<file path="config.mk">
export PLATFORM = sky130hd
export DESIGN_NAME = axis_upsizer
export DESIGN_NICKNAME = d
export VERILOG_FILES = /design/src/rtl/axis_upsizer.sv
export SDC_FILE = /design/constraint.sdc
export NUM_CORES = 1
export LEC_CHECK = 0
export ABC_AREA = 1
export CORE_MARGIN = 10
export CORE_UTILIZATION = 50
export DETAILED_ROUTE_END_ITERATION = 6
export PLACE_DENSITY_LB_ADDON = 0.25
export RECOVER_POWER = 25
export SYNTH_ARGS = -nofsm -noshare
export SYNTH_HDL_FRONTEND = slang
export SYNTH_SLANG_ARGS = --single-unit
</file>
<file path="constraint.sdc">
create_clock -name clk -period 4.5 [get_ports clk]
set_input_delay 1.125 -clock clk [delete_from_list [all_inputs] [get_ports clk]]
set_output_delay 1.125 -clock clk [all_outputs]
set_load 0.02 [all_outputs]
</file>
<file path="src/rtl/axis_upsizer.sv">
// Stream width up-converter: packs RATIO narrow beats into one wide word with
// a contiguous per-lane keep mask; a last beat closes the word early.
module axis_upsizer #(
    parameter int DWIDTH = 8,
    parameter int RATIO  = 4
) (
    input  logic                      clk,
    input  logic                      rst,
    input  logic                      s_valid,
    output logic                      s_ready,
    input  logic [DWIDTH-1:0]         s_data,
    input  logic                      s_last,
    output logic                      m_valid,
    input  logic                      m_ready,
    output logic [DWIDTH*RATIO-1:0]   m_data,
    output logic [RATIO-1:0]          m_keep,
    output logic                      m_last
);

    localparam int CW = $clog2(RATIO);
    localparam int WW = DWIDTH * RATIO;
    localparam logic [CW-1:0] LAST_LANE = CW'(RATIO - 1);

    logic [CW-1:0]    cnt_r;
    logic [WW-1:0]    acc_data_r;
    logic [RATIO-1:0] acc_keep_r;
    logic             m_valid_r;
    logic [WW-1:0]    m_data_r;
    logic [RATIO-1:0] m_keep_r;
    logic             m_last_r;

    logic             ready_s;
    logic             accept_s;
    logic             complete_s;
    logic [WW-1:0]    merged_data_s;
    logic [RATIO-1:0] merged_keep_s;

    // Handshake decode and accumulator merged with the incoming beat
    always_comb begin
        ready_s       = ~m_valid_r | m_ready;
        accept_s      = s_valid & ready_s;
        complete_s    = accept_s & ((cnt_r == LAST_LANE) | s_last);
        merged_data_s = acc_data_r;
        merged_keep_s = acc_keep_r;
        merged_data_s[cnt_r*DWIDTH +: DWIDTH] = s_data;
        merged_keep_s[cnt_r] = 1'b1;
    end

    // Lane accumulator: fills lane by lane, cleared when a word is handed off
    always_ff @(posedge clk) begin
        if (rst) begin
            cnt_r      <= '0;
            acc_data_r <= '0;
            acc_keep_r <= '0;
        end else if (complete_s) begin
            cnt_r      <= '0;
            acc_data_r <= '0;
            acc_keep_r <= '0;
        end else if (accept_s) begin
            cnt_r      <= cnt_r + CW'(1);
            acc_data_r <= merged_data_s;
            acc_keep_r <= merged_keep_s;
        end else begin
            cnt_r      <= cnt_r;
            acc_data_r <= acc_data_r;
            acc_keep_r <= acc_keep_r;
        end
    end

    // Output word register; a new word may replace one transferring this cycle
    always_ff @(posedge clk) begin
        if (rst) begin
            m_valid_r <= 1'b0;
            m_data_r  <= '0;
            m_keep_r  <= '0;
            m_last_r  <= 1'b0;
        end else if (complete_s) begin
            m_valid_r <= 1'b1;
            m_data_r  <= merged_data_s;
            m_keep_r  <= merged_keep_s;
            m_last_r  <= s_last;
        end else if (m_valid_r & m_ready) begin
            m_valid_r <= 1'b0;
        end else begin
            m_valid_r <= m_valid_r;
        end
    end

    assign s_ready = ready_s;
    assign m_valid = m_valid_r;
    assign m_data  = m_data_r;
    assign m_keep  = m_keep_r;
    assign m_last  = m_last_r;

endmodule

</file>
# Word-level counts from Yosys, hierarchy flattened
# Index checks and enable logic that the tools add are counted.
[totals] reg_bits=76 in_bits=13 output_inout_bits=39 wordCells=29
[op_classes] n_addsub=2 n_lt_le_gt_ge=2 eq_ne=1 n_shift=2 muxes=5 n_bitwise=7 reduce_logical=3
[op_table] op="negator 5 -> 34 bit" count=1
[op_table] op="variable shift 8 x 34 -> 32 bit, first input constant" count=1
[op_table] op="variable part select 8 x 34 -> 32 bit" count=1
[op_table] op="bitwise mux 32 bit" count=1
[op_table] op="OR 4 bit" count=1
[op_table] op="bitwise AND 1 bit" count=3
[op_table] op="less-than comparator 2 x 3 -> 1 bit, second input constant" count=1
[op_table] op="two-way mux 1 bit" count=3
[op_table] op="adder 2 x 1 -> 2 bit, second input constant" count=1
[op_table] op="demux 1 bit (select 2 bit)" count=1
[op_table] op="== test 2 bit, second input constant" count=1
[op_table] op=">= comparator 2 x 1 -> 1 bit, second input constant" count=1
[op_table] op="OR 1 bit" count=2
[op_table] op="nonzero test 2 bit" count=1
[op_table] op="OR reduction 2 bit" count=1
[op_table] op="logical AND 1 bit" count=1
[op_table] op="NOT 1 bit" count=1

# Depth between registers and ports, before layout
[depth] depth_word=5 depth_mapped=10 depth_no_buf=9

# Worst setup path after synthesis
# Ideal clock, no wire load.
[synth_path] kind="input to output" start="input port m_ready" end="output port s_ready" arrival_time_ps=1323 required_ps=3375 path_slack_ps=2052 path_stages=2 cell_sequence="inv_2 -> nand2_2"
[synth_between] elab_chain_cells=1
[synth_rtl] element="from (decl)" line="14" source="input logic m_ready,"
[synth_rtl] element="OR 1 bit" line="40" source="ready_s = ~m_valid_r | m_ready;"
[synth_rtl] element="to (decl)" line="10" source="output logic s_ready,"
# No other way between the ends.

# Worst setup path in the final report
# Same ends and word-level chain as after synthesis.

==> flow_summary.toml <==
[logic_synthesis]
synth_top_area_cell = "dfxtp_1"
synth-edff-count = 0
async_flop_share_pct = 0
yosysWarnings = 0
syn-instance-count = 604
yosysTopAreaCellShare_pct = 39.99
ys_seq_area_share_pct = 39.99
synthFlopType = "dfxtp_1"
synth_cell_types = 23
syn-cell-area_um2 = 3805
ys_seq_elements = 76
synth.area.top_cells = "dfxtp_1 40%, nand2_1 19%, nor2_1 13%"
synth.avg_cell_area_um2 = 6.300
syn_nets = 625

[critical_path]
endpoint_kind = "output port"
cp_slowest_stage_delay_ns = 0.63
cp_cell_sequence = "clkdlybuf4s50_1, inv_2, nand2_2, clkdlybuf4s50_1"
cp-startpoint = "m_ready"
reg2reg_from = "cnt_r[0]"
slowest_stage = "clkdlybuf4s50_1"
startpoint_type = "input port"
crit_arrival_ns = 2.39
critPathKind = "input port to output port"
cp_max_fo = 5
cpMostUsedCell = "clkdlybuf4s50_1"
cp.required_ns = 3.38

[layout]
area_growth_pct = 17.03
diodes = 0
fin_cells = 744
fin_nets = 662
layout-drive-gt1-share_pct = 4.651
fillers = 697
mostFrequentLayoutCell = "nand2_1"
mostFrequentLayoutCells = "188 x nand2_1, 133 x nor2_1, 82 x inv_1, 76 x dfxtp_1, 39 x nand3_1"

[route]
drt_pass1_iterations = 4
finalWirelength_um = 8425
wl_per_cell_um = 11.32
drc = 0
final_antenna_net_count = 0
drt_iter0_drc = 154
drt-vias-per-instance = 4.696
dr_total_vias = 3494

[sta]
timing.final.crit_share_pct = 78.17
relSlewSlack_pct = -28.20
fin_setup_tns_ns = 0
tightest_slew_ns = 1.906
hold_viol = 0
skew_ns = 0.008781
setup_viol = 0
finalMaxSlewViolations = 19
rsz0062_at_grt = "no"
clock.fmax_ghz = 0.2843
fin_crit_ns = 3.518
finalWorstSetupSlack_ns = 0.9823

[global_route]
grt_use_total_pct = 14.98
grt_pass1_vias = 3321
antenna_found_initial = 0
grt_start_max_net_pins = 75
grt_pass1_wl_um = 14400
grt_overflow = 0

[clock_tree]
cts_root_buffer = "clkbuf_8"
holdBufCountCts = 0
insertion_delay_ns = 0.35
path_clk_slew_ns = 0.07
cts_setup_buffers = 0
numCtsBuffers = 9
cts_tree = "built"
clock_sinks = 76
ctsResizeCount = 0
cts_max_path_buffers = 2
cts_max_level = 3

[floorplanning]
dieArea_um2 = 11500
num_io_pins = 52
die_y_um = 107.2
core_region_area_um2 = 7331
chipWidth_um = 107.2
start_util_pct = 51.90
rows = 31

[status]
status = "finished, violations left"
failed_checks = "capacitance limit, slew limit"

[placed_design]
dp_hpwl_um = 5941
post-place-ws_ns = 0.9594
dp.cells = 729
io_buffers = 51
globalplace.congestion = 0.8106

[worst_hold_path]
min-delay-start = "acc_keep_r[3]"
hold_path_class = "flip-flop to flip-flop"

[job]
cap_violations = 1

[pwr]
p_per_area_nw_per_um2 = 336.3
leakage_nw = 2.219
ir_drop_uv = 192.8
-- routing by layer --
metal / routed length (um) / global-route usage [%]
met5: 0 / 0
met1: 3719 / 16.39
met4: 144 / 5.803
met2: 4117 / 26.57
met3: 443 / 4.371
-- critical path: cells and delay by family --
| family | cells | cell delay (ns) |
|---|---|---|
| buffers and inverters | 3 | 1.16 |
| AND/OR/NAND/NOR | 1 | 0.11 |
-- registers in the layout, summed over array words and instances (netlist names) --
signal,flops
acc_data_r,32
cnt_r,2
acc_keep_r,4
m_valid,1
m_last,1
m_keep,4
m_data,32
-- through the flow --
step                util [%]  total power [mW]  hold WS, ns  cell area (um2)
floorplan                  -            0.9676       0.4155             3805
global placement       58.59             1.053       0.4281             4295
detailed placement     58.59             1.061       0.4292             4295
CTS                    60.90             1.519       0.4405             4464
global route           60.74             1.580       0.4725             4453
finish                 60.74             1.497       0.4371             4453
-- cells in the mapped netlist (all sizes together) (3+ instances only) --
| cell | instances |
|---|---|
| a21oi | 8 |
| buf | 25 |
| dfxtp | 76 |
| ha | 8 |
| inv | 84 |
| nand2 | 191 |
| nand3 | 40 |
| nand3b | 5 |
| nand4 | 8 |
| nor2 | 141 |
| nor3 | 3 |
| o21ai | 10 |
-- report_power, final --
part           leakage [nW]  switching (mW)  internal [mW]  total (mW)
combinational          1.51           0.185          0.112       0.297
clock                0.0893           0.234          0.226       0.461
sequential            0.624          0.0228          0.717       0.739
-- worst paths after layout --
kind,to,slack [ns],cells past startpoint
max,s_ready,0.98,4
min,acc_keep_r[3],0.44,2
max reg2reg,acc_data_r[24],2.02,7
min reg2reg,acc_keep_r[3],0.44,2
-- cell families after synthesis --
family,count (synthesis),synth area share [%]
compound gates,19,2.960
fa+ha+maj,8,2.631
buf+inv,113,12.66
flops,76,39.99
simple gates,388,41.76
-- layout make-up --
type | count | area, um2 | share of cell area, %
multi-input combinational | 415 | 1790 | 40.21
sequential | 76 | 1521 | 34.17
timing repair buffer | 53 | 525.5 | 11.80
inverter | 86 | 322.8 | 7.249
clock buffer | 13 | 158.9 | 3.568
tap | 99 | 123.9 | 2.782
clock inverter | 2 | 10.01 | 0.2248
(Power assumes the default switching activity.)
